**config.mk**
```make
export PLATFORM = sky130hd
export DESIGN_NAME = alu_arbiter
export DESIGN_NICKNAME = d
export VERILOG_FILES = /design/src/rtl/alu_arbiter_pkg.sv /design/src/rtl/alu_arbiter_rr_arb2.sv /design/src/rtl/alu_arbiter.sv
export SDC_FILE = /design/constraint.sdc
export NUM_CORES = 1
export LEC_CHECK = 0
export CORE_AREA = 2 2 125 127
export DETAILED_ROUTE_END_ITERATION = 10
export DIE_AREA = 0 0 127 129
export DONT_BUFFER_PORTS = 1
export GPL_TIMING_DRIVEN = 0
export REMOVE_ABC_BUFFERS = 1
export SLEW_MARGIN = 10
export SYNTH_ARGS = -nofsm -noshare
export SYNTH_HDL_FRONTEND = slang
export SYNTH_SLANG_ARGS = --single-unit
```
**constraint.sdc**
```tcl
create_clock -name i_clk -period 2.7 [get_ports i_clk]
set_input_delay 0.27 -clock i_clk [delete_from_list [all_inputs] [get_ports i_clk]]
set_output_delay 0.27 -clock i_clk [all_outputs]
set_load 0.05 [all_outputs]
```
**src/rtl/alu_arbiter_pkg.sv**
```systemverilog
// rtl/alu_arbiter_pkg.sv - shared widths, opcodes and FSM encoding for alu_arbiter
package alu_arbiter_pkg;

   localparam int ALU_DATA_WIDTH = 32;
   localparam int ALU_OPRN_WIDTH = 6;

   localparam logic [ALU_OPRN_WIDTH-1:0] ALU_OPRN_ADD = 6'h20;
   localparam logic [ALU_OPRN_WIDTH-1:0] ALU_OPRN_SUB = 6'h22;
   localparam logic [ALU_OPRN_WIDTH-1:0] ALU_OPRN_MUL = 6'h2C;
   localparam logic [ALU_OPRN_WIDTH-1:0] ALU_OPRN_SRL = 6'h02;
   localparam logic [ALU_OPRN_WIDTH-1:0] ALU_OPRN_SLL = 6'h01;
   localparam logic [ALU_OPRN_WIDTH-1:0] ALU_OPRN_AND = 6'h24;
   localparam logic [ALU_OPRN_WIDTH-1:0] ALU_OPRN_OR  = 6'h25;
   localparam logic [ALU_OPRN_WIDTH-1:0] ALU_OPRN_NOR = 6'h27;
   localparam logic [ALU_OPRN_WIDTH-1:0] ALU_OPRN_SLT = 6'h2A;

   typedef enum logic [1:0] {
      ST_IDLE = 2'd0,
      ST_EXEC = 2'd1,
      ST_RESP = 2'd2
   } alu_arb_state_e;

   function automatic logic alu_oprn_legal(input logic [ALU_OPRN_WIDTH-1:0] oprn);
      case (oprn)
         ALU_OPRN_ADD, ALU_OPRN_SUB, ALU_OPRN_MUL, ALU_OPRN_SRL, ALU_OPRN_SLL,
         ALU_OPRN_AND, ALU_OPRN_OR, ALU_OPRN_NOR, ALU_OPRN_SLT: return 1'b1;
         default: return 1'b0;
      endcase
   endfunction

endpackage

```
**src/rtl/alu_arbiter_rr_arb2.sv**
```systemverilog
// rtl/alu_arbiter_rr_arb2.sv - two-way round-robin arbiter with priority advance on grant
module rr_arb2 (
   input  logic i_clk,
   input  logic i_rst,
   input  logic i_valid0,
   input  logic i_valid1,
   input  logic i_adv,
   output logic o_gnt0,
   output logic o_gnt1
);

   logic r_pri;

   // After a grant, priority moves to the requester that was not served
   always_ff @(posedge i_clk) begin
      if (i_rst)
         r_pri <= 1'b0;
      else if (i_adv)
         r_pri <= o_gnt0;
   end

   assign o_gnt0 = i_valid0 & (~i_valid1 | ~r_pri);
   assign o_gnt1 = i_valid1 & (~i_valid0 |  r_pri);

endmodule

```
**src/rtl/alu_arbiter.sv**
```systemverilog
// rtl/alu_arbiter.sv - shares one external ALU between two requesters, multicycle MUL hold
// Optional grant counters enabled by ALU_ARB_STATS_EN.
module alu_arbiter
   import alu_arbiter_pkg::*;
#(
   parameter int DATA_WIDTH = ALU_DATA_WIDTH,
   parameter int OPRN_WIDTH = ALU_OPRN_WIDTH,
   parameter int MUL_CYCLES = 4
) (
   input  logic                  i_clk,
   input  logic                  i_rst,
   input  logic                  i_req0_valid,
   output logic                  o_req0_ready,
   input  logic [DATA_WIDTH-1:0] i_req0_op1,
   input  logic [DATA_WIDTH-1:0] i_req0_op2,
   input  logic [OPRN_WIDTH-1:0] i_req0_oprn,
   input  logic                  i_req1_valid,
   output logic                  o_req1_ready,
   input  logic [DATA_WIDTH-1:0] i_req1_op1,
   input  logic [DATA_WIDTH-1:0] i_req1_op2,
   input  logic [OPRN_WIDTH-1:0] i_req1_oprn,
   output logic                  o_rsp0_valid,
   input  logic                  i_rsp0_ready,
   output logic [DATA_WIDTH-1:0] o_rsp0_data,
   output logic                  o_rsp0_zero,
   output logic                  o_rsp0_err,
   output logic                  o_rsp1_valid,
   input  logic                  i_rsp1_ready,
   output logic [DATA_WIDTH-1:0] o_rsp1_data,
   output logic                  o_rsp1_zero,
   output logic                  o_rsp1_err,
   output logic [DATA_WIDTH-1:0] o_alu_op1,
   output logic [DATA_WIDTH-1:0] o_alu_op2,
   output logic [OPRN_WIDTH-1:0] o_alu_oprn,
   input  logic [DATA_WIDTH-1:0] i_alu_out,
   input  logic                  i_alu_zero
`ifdef ALU_ARB_STATS_EN
   ,
   output logic [15:0]           o_gnt_cnt0,
   output logic [15:0]           o_gnt_cnt1
`endif
);

   localparam int CNT_W = (MUL_CYCLES > 1) ? $clog2(MUL_CYCLES) : 1;
   localparam logic [CNT_W-1:0] CNT_MUL = CNT_W'(MUL_CYCLES - 1);

   alu_arb_state_e r_state, w_state_nxt;
   logic                  r_owner;
   logic [CNT_W-1:0]      r_cnt;
   logic [DATA_WIDTH-1:0] r_alu_op1, r_alu_op2, r_data;
   logic [OPRN_WIDTH-1:0] r_alu_oprn;
   logic                  r_zero, r_err;

   logic                  w_gnt0, w_gnt1, w_idle, w_acc0, w_acc1, w_acc, w_legal, w_rsp_take;
   logic [DATA_WIDTH-1:0] w_sel_op1, w_sel_op2;
   logic [OPRN_WIDTH-1:0] w_sel_oprn;

   rr_arb2 u_arb (
      .i_clk    (i_clk),
      .i_rst    (i_rst),
      .i_valid0 (i_req0_valid),
      .i_valid1 (i_req1_valid),
      .i_adv    (w_acc),
      .o_gnt0   (w_gnt0),
      .o_gnt1   (w_gnt1)
   );

   assign w_idle     = (r_state == ST_IDLE);
   assign w_acc0     = w_idle & w_gnt0;
   assign w_acc1     = w_idle & w_gnt1;
   assign w_acc      = w_acc0 | w_acc1;
   assign w_sel_op1  = w_acc1 ? i_req1_op1  : i_req0_op1;
   assign w_sel_op2  = w_acc1 ? i_req1_op2  : i_req0_op2;
   assign w_sel_oprn = w_acc1 ? i_req1_oprn : i_req0_oprn;
   assign w_legal    = alu_oprn_legal(w_sel_oprn);
   assign w_rsp_take = r_owner ? i_rsp1_ready : i_rsp0_ready;

   always_ff @(posedge i_clk) begin
      if (i_rst)
         r_state <= ST_IDLE;
      else
         r_state <= w_state_nxt;
   end

   always_comb begin
      w_state_nxt  = r_state;
      o_req0_ready = 1'b0;
      o_req1_ready = 1'b0;
      o_rsp0_valid = 1'b0;
      o_rsp1_valid = 1'b0;
      case (r_state)
         ST_IDLE: begin
            o_req0_ready = w_gnt0;
            o_req1_ready = w_gnt1;
            if (w_acc)
               w_state_nxt = w_legal ? ST_EXEC : ST_RESP;
         end
         ST_EXEC: begin
            if (r_cnt == '0)
               w_state_nxt = ST_RESP;
         end
         ST_RESP: begin
            o_rsp0_valid = ~r_owner;
            o_rsp1_valid = r_owner;
            if (w_rsp_take)
               w_state_nxt = ST_IDLE;
         end
         default: w_state_nxt = ST_IDLE;
      endcase
   end

   // ALU inputs only move on a legal accept, so an illegal op leaves them untouched
   always_ff @(posedge i_clk) begin
      if (i_rst) begin
         r_owner    <= 1'b0;
         r_cnt      <= '0;
         r_alu_op1  <= '0;
         r_alu_op2  <= '0;
         r_alu_oprn <= '0;
         r_data     <= '0;
         r_zero     <= 1'b0;
         r_err      <= 1'b0;
      end else if (w_acc) begin
         r_owner <= w_acc1;
         if (w_legal) begin
            r_alu_op1  <= w_sel_op1;
            r_alu_op2  <= w_sel_op2;
            r_alu_oprn <= w_sel_oprn;
            r_cnt      <= (w_sel_oprn == ALU_OPRN_MUL) ? CNT_MUL : '0;
         end else begin
            r_data <= '0;
            r_zero <= 1'b0;
            r_err  <= 1'b1;
         end
      end else if (r_state == ST_EXEC) begin
         if (r_cnt == '0) begin
            r_data <= i_alu_out;
            r_zero <= i_alu_zero;
            r_err  <= 1'b0;
         end else begin
            r_cnt <= r_cnt - 1'b1;
         end
      end
   end

   assign o_alu_op1   = r_alu_op1;
   assign o_alu_op2   = r_alu_op2;
   assign o_alu_oprn  = r_alu_oprn;
   assign o_rsp0_data = r_data;
   assign o_rsp1_data = r_data;
   assign o_rsp0_zero = r_zero;
   assign o_rsp1_zero = r_zero;
   assign o_rsp0_err  = r_err;
   assign o_rsp1_err  = r_err;

`ifdef ALU_ARB_STATS_EN
   logic [15:0] r_gnt_cnt0, r_gnt_cnt1;

   always_ff @(posedge i_clk) begin
      if (i_rst) begin
         r_gnt_cnt0 <= '0;
         r_gnt_cnt1 <= '0;
      end else begin
         if (w_acc0 && (r_gnt_cnt0 != 16'hFFFF))
            r_gnt_cnt0 <= r_gnt_cnt0 + 16'd1;
         if (w_acc1 && (r_gnt_cnt1 != 16'hFFFF))
            r_gnt_cnt1 <= r_gnt_cnt1 + 16'd1;
      end
   end

   assign o_gnt_cnt0 = r_gnt_cnt0;
   assign o_gnt_cnt1 = r_gnt_cnt1;
`endif

endmodule
```
==> results of run 1 <==
worst min-delay path by stage:
stage / startpoint / end / slack (ps) / cells past startpoint
global route: i_rst / o_rsp0_data[28] / 4 / 1
detailed placement: i_rst / r_state[0] / 360 / 1
global placement: i_rst / r_state[0] / 360 / 1
finish: i_rst / o_rsp0_data[28] / 30 / 1
CTS: i_rst / o_rsp0_data[28] / 10 / 1
floorplan: i_rst / o_alu_op2[6] / 340 / 1
routing by layer:
metal,vias to the layer above,part of all wire,GRT usage
met3,34,0.11,0.0807
li1,2248,-,-
met1,2376,0.38,0.250
met2,328,0.48,0.379
met5,-,0,0
met4,0,0.024,0.0873
kinds of logic (layout without fill, tap and decap cells):
| group | after synthesis | in the layout |
|---|---|---|
| compound gates | 196 | 197 |
| xor+xnor | 2 | 2 |
| fa+ha+maj | 1 | 1 |
| buf+inv | 141 | 69 |
| flops | 110 | 110 |
| mux | 2 | 2 |
| simple gates | 203 | 205 |
repair_timing:
item / 4_1_cts / 5_1_grt
pin swaps: 2 / 1
setup endpoints to repair: 107 / 23
endpoints found under the hold margin: 26 / 0
hold buffers: 4 / 0
resized for setup: 5 / 0
buffers inserted: 1 / 1
cloned: 4 / 0
stage by stage:
stage | setup TNS [ps] | total power, W | setup slack [ps] | util | hold slack [ps]
floorplan | -152190 | 0.00328 | -1570 | - | 338
global placement | -341690 | 0.00354 | -3450 | 0.344 | 355
detailed placement | -60810 | 0.00366 | -790 | 0.359 | 360
CTS | 0 | 0.00511 | 24.9 | 0.387 | 12.0
global route | 0 | 0.00528 | 2.19 | 0.387 | 4.47
finish | 0 | 0.00509 | 120 | 0.387 | 27.8
final cells by class:
type,count,area (um^2)
repair buffers,15,263
fillers,1516,9180
repair inverters,1,8.76
clock buffers,9,225
clock inverters,7,72.6
well taps,188,235
flip-flops and latches,110,2200
multi-input cells,407,2640
inverters,37,155
cell usage in the layout (no fill, tap or decap), types with 7 or more instances in the layout:
cell and n:
nand2_1 139, dfxtp_1 110, clkbuf_16 9, a21oi_1 7
a311oi_1 66, nand3b_1 35, a31oi_1 69, inv_1 36
o32ai_1 33
power breakdown:
group          switching (W)  internal, W
sequential          0.000815      0.00180
combinational       0.000725     0.000394
clock               0.000635     0.000724
total                0.00217      0.00292
state kept, by name, summed over array words and instances (netlist names):
register	count
o_alu_oprn	6
o_rsp0_zero	1
r_owner	1
o_alu_op1	32
o_alu_op2	32
r_cnt	2
r_state	2
o_rsp0_err	1
o_rsp0_data	32
u_arb.r_pri	1
==> flow_metrics.py, run 1 <==
metrics = {
    "place": {
        "placedCellCount": 748,
        "place_congestion": 0.797,
        "hpwl_um": 12000,
        "place_area_mm2": 0.00538,
        "io_buffers": 0,
    },
    "sta": {
        "clock_skew_ps": 12.9,
        "finalSetupViolCount": 0,
        "fin_crit_sh": 0.955,
        "worst_slew_pin_slew_ps": 1090,
        "layout_min_cycle_time_ps": 2580,
        "rsz0062_at_grt": "false",
        "drv_slew": 0,
        "slew_headroom": 0.275,
        "hold_violations": 0,
        "fmaxAchievable_ghz": 0.388,
    },
    "synthesis": {
        "yosysWarningCount": 0,
        "synth.most_common_cell": "nand2_1",
        "synthXorXnorAreaFrac": 0.00316,
        "yosys.area_share.simple": 0.179,
        "synthFlopType": "dfxtp_1",
        "synth-seq-cells": 110,
        "syn_inst": 655,
        "synthArstFlopShare": 0,
        "synthAdderAreaFrac": 0.00226,
        "synthMuxAreaShare": 0.00361,
        "synth_top_family_by_area": "compound AO/OA/AOI/OAI gates",
        "seq_area_frac_synth": 0.397,
        "post-synth-top-area-fraction": 0.397,
        "synth_common_cells": "139 x nand2_1, 110 x dfxtp_1, 69 x a31oi_1",
        "yosysUniqueCellTypes": 44,
        "synth_top_cell_by_area": "dfxtp_1",
        "synthTopCellsByArea": "dfxtp_1 40%, a311oi_1 10%, nand2_1 9.4%, a31oi_1 7.8%, buf_4 5.3%",
        "synth.avg_cell_area_um2": 8.47,
        "synth_area_mm2": 0.00555,
        "synth_compound_area_frac": 0.277,
        "synth_edf_count": 0,
    },
    "worst_setup_path": {
        "crit_buf_inv": 4,
        "crit_type": "reg -> reg",
        "crit_fanout": 37,
        "crit_end": "o_alu_op1[28]",
        "path_cells": "or3b_4 -> or2_4 -> inv_16 -> o211a_4 -> nor3_4 -> buf_16 -> buf_16 -> buf_8 -> a311oi_1",
        "slowest_stage": "or3b_4",
        "rrSetupSlack_ps": 120,
        "startpoint_type": "flop",
        "rr_startpoint": "r_state[1]",
        "cp.required_ps": 2950,
        "crit_path_max_incr_delay_ps": 470,
        "critical_path_depth": 9,
        "critPathTopFamily": "simple AND/OR/NAND/NOR gates",
        "cp-end-kind": "flop",
        "path_common_cell": "buf_16",
        "r2r_end": "o_alu_op1[28]",
        "crit_arrival_ps": 2830,
        "crit_start": "r_state[1]",
        "reg2reg_depth": 9,
    },
    "power": {
        "total_leakage_power_nw": 1.99,
        "ir_drop_mv": 0.391,
        "power_density_mw_per_mm2": 878,
    },
    "floorplan": {
        "dieWidth_um": 127,
        "initial_core_util": 0.370,
        "rows": 45,
        "ioPinCount": 321,
        "coreArea_mm2": 0.0150,
        "die-area_mm2": 0.0164,
        "die_height_um": 129,
    },
    "cts": {
        "htreeDepth": 3,
        "cts_buffers": 9,
        "ctsLongestPathBuffers": 2,
        "clk_root_buffer_cell": "clkbuf_16",
        "clock_sinks": 110,
        "path_clk_slew_ps": 80,
        "clkLatencyLatePin_ps": 350,
        "cts_tree": "yes",
    },
    "final_layout": {
        "final_cells": 774,
        "syn_to_final_growth_pct": 4.53,
        "design_area_mm2": 0.00580,
        "diodes": 0,
        "drive_above_1_share": 0.0870,
        "nNetsFinal": 761,
    },
    "routing": {
        "routed_wl_um": 19500,
        "drt-pass1-iter-count": 4,
        "vias": 4986,
        "ant_nets": 0,
        "wl_per_cell_um": 25.2,
        "drt-initial-drc-count": 375,
        "vias_per_cell": 6.44,
        "drc_errors": 0,
    },
    "global_route": {
        "antenna_found_initial": 0,
        "grt_pass1_vias": 4700,
        "grt_max_degree": 74,
        "overflow": 0,
        "grt_pass1_wl_um": 27600,
        "grt_usage": 0.220,
    },
    "min_path": {
        "min_path_type": "in -> reg",
    },
    "run_status": {
        "status": "complete, no violations",
    },
    "job": {
        "maxCapViolations": 0,
    },
}
Power figures use the tool's default switching activity.
==> run 2: changes to the inputs <==
- ABC_AREA: default -> 1
- ABC_CLOCK_PERIOD_IN_PS: default -> 2700
- CORE_AREA: 2 2 125 127 -> 2 2 123 125
- DIE_AREA: 0 0 127 129 -> 0 0 125 127
- PLACE_DENSITY: default -> 0.58
==> flow_metrics.py, run 2 <==
metrics = {
    "sta": {
        "worst_slew_pin_slew_ps": 1050,
        "fmaxAchievable_ghz": 0.401,
        "finalSetupViolCount": 0,
        "hold_violations": 0,
        "slew_headroom": 0.296,
        "rsz0062_at_grt": "true",
        "drv_slew": 0,
        "clock_skew_ps": 8.31,
        "layout_min_cycle_time_ps": 2490,
        "fin_crit_sh": 0.923,
        "tns_ps": 0,
    },
    "synthesis": {
        "synthTopCellsByArea": "dfxtp_1 41%, nand2_1 19%, nor2_1 9.8%, nand4_1 5.1%, buf_4 5.0%",
        "synthFlopType": "dfxtp_1",
        "synthArstFlopShare": 0,
        "synth_area_mm2": 0.00542,
        "synth_edf_count": 0,
        "yosysUniqueCellTypes": 26,
        "synth.most_common_cell": "nand2_1",
        "post-synth-top-area-fraction": 0.406,
        "synth_top_cell_by_area": "dfxtp_1",
        "synth-seq-cells": 110,
        "synth.avg_cell_area_um2": 6.62,
        "syn_inst": 819,
        "synth_common_cells": "276 x nand2_1, 142 x nor2_1, 110 x dfxtp_1",
        "yosysWarningCount": 0,
        "seq_area_frac_synth": 0.406,
    },
    "final_layout": {
        "diodes": 0,
        "regArea_mm2": 0.00220,
        "nNetsFinal": 930,
        "final_common_cell": "nand2_1",
        "num-fill-cells": 1566,
        "multi_input_area_mm2": 0.00264,
        "final_cell_mix": "275 x nand2_1, 141 x nor2_1, 110 x dfxtp_1",
        "final_core_util": 0.385,
        "drive_above_1_share": 0.0596,
        "syn_to_final_growth_pct": 2.59,
    },
    "worst_setup_path": {
        "crit_type": "reg -> reg",
        "startpoint_type": "flop",
        "cp-end-kind": "flop",
        "crit_buf_inv": 3,
        "crit_fanout": 69,
        "reg2reg_depth": 14,
        "path_cells": "nor2_4 -> buf_4 -> nand4_1 -> nand2_1 -> nand2_1 -> nand2_1 -> nand2_1 -> inv_1 -> nand3_1 -> nand2_2 -> nand2_8 -> inv_16 -> nand2_1 -> a21oi_1",
        "critPathTopFamily": "simple AND/OR/NAND/NOR gates",
        "crit_arrival_ps": 2770,
        "critical_path_depth": 14,
        "crit_path_max_incr_delay_ps": 370,
        "cp.required_ps": 2980,
        "slowest_stage": "dfxtp_1",
        "path_common_cell": "nand2_1",
    },
    "global_route": {
        "grt_usage": 0.199,
        "grt_pass1_vias": 4459,
        "overflow": 0,
        "grt_pass1_wl_um": 24700,
        "antenna_found_initial": 0,
        "grt_max_degree": 70,
    },
    "cts": {
        "htreeDepth": 3,
        "ctsLongestPathBuffers": 2,
        "clk_root_buffer_cell": "clkbuf_16",
        "clock_sinks": 110,
        "cts_tree": "yes",
        "path_clk_slew_ps": 80,
        "cts_buffers": 9,
        "clkLatencyLatePin_ps": 350,
    },
    "power": {
        "ir_drop_mv": 0.425,
        "power_density_mw_per_mm2": 948,
        "total_leakage_power_nw": 2.30,
    },
    "floorplan": {
        "die-area_mm2": 0.0159,
        "initial_core_util": 0.376,
        "ioPinCount": 321,
        "dieWidth_um": 125,
        "die_height_um": 127,
        "coreArea_mm2": 0.0144,
        "rows": 44,
    },
    "min_path": {
        "hold_depth": 2,
        "min_path_type": "in -> reg",
    },
    "routing": {
        "ant_nets": 0,
        "wl_per_cell_um": 17.7,
        "drc_errors": 0,
        "drt-pass1-iter-count": 4,
        "drt-initial-drc-count": 267,
        "routed_wl_um": 16600,
        "vias_per_cell": 5.21,
        "vias": 4889,
    },
    "place": {
        "io_buffers": 0,
        "hpwl_um": 10300,
        "place_congestion": 0.782,
    },
    "run_status": {
        "status": "complete, no violations",
    },
    "job": {
        "maxCapViolations": 0,
    },
}
[run 2: cell types whose count changed after synthesis, moves of 6 or more]
cell / change
nor2_1: +140
nand2_1: +137
a31oi_1: -69
a311oi_1: -66
nand4_1: +44
o21ai_0: +43
nand3b_1: -35
a21oi_1: +33
o32ai_1: -33
o21ai_1: +22
inv_1: -12
clkbuf_1: -11
nor2b_1: -6
[run 2: kinds of logic (layout without fill, tap and decap cells)]
kind of cell             Yosys count  after routing  synth area share
AO/OA/AOI/OAI                    114            114             0.107
adder cells (fa/ha/maj)            1              1           0.00231
buffers and inverters            118             49             0.125
flip-flops                       110            110             0.406
AND/OR/NAND/NOR                  476            481             0.359
[run 2: power breakdown]
group	total [W]	internal [W]	switching [W]
clock	0.00125	0.000628	0.000625
combinational	0.00146	0.000393	0.00107
sequential	0.00255	0.00180	0.000755
[run 2: worst paths after layout]
path | from | to | slack, ps
max reg2reg | r_state[1] | o_alu_oprn[1] | 210
min reg2reg | r_owner | r_owner | 510
max | r_state[1] | o_alu_oprn[1] | 210
min | i_alu_out[3] | o_rsp0_data[3] | 80
[run 2: area by class of cell]
cell class,instances,area share
repair buffers,7,0.0176
clock inverters,7,0.00855
clock buffers,9,0.0405
multi-input cells,596,0.475
well taps,184,0.0414
flip-flops and latches,110,0.396
inverters,26,0.0214
[run 2: timing repair]
action | in CTS | in global routing
cloned | 5 | 0
hold endpoints to repair | 41 | 0
pin swaps | 4 | 0
setup endpoints to repair | 110 | 104
hold buffers | 1 | 0
gates resized for setup | 7 | 6
setup buffers | 3 | 0
[run 2: per-layer routing]
layer  GRT usage  wire length, um  part of all wire  up-vias
met1       0.247             7150              0.43     2208
met3      0.0628             1270             0.076       30
met5           0                0                 0        -
met4      0.0725              410             0.025        0
li1            -                -                 -     2450
met2       0.326             7800              0.47      201
[run 2: through the flow]
stage / instances / total power [W] / instance area, um^2 / setup slack, ps / hold slack (ps)
after CTS: 939 / 0.00531 / 5530 / -5.38 / 66.9
after detailed placement: 914 / 0.00389 / 5140 / -2340 / 345
after floorplan: 727 / 0.00351 / 4840 / -2200 / 339
after global routing: 939 / 0.00558 / 5560 / -33.1 / 73.7
after global placement: 911 / 0.00388 / 5070 / -4560 / 342
final: 939 / 0.00527 / 5560 / 208 / 81.3
[run 2: worst reg2reg max path, cell delays in order (launching register included)]
cell     delay (ps)
dfxtp_1         370
nor2_4          250
buf_4           280
nand4_1         110
nand2_1         170
nand2_1          70
nand2_1          70
nand2_1          50
inv_1            40
nand3_1          70
nand2_2         200
nand2_8         220
inv_16          260
nand2_1         150
a21oi_1         120
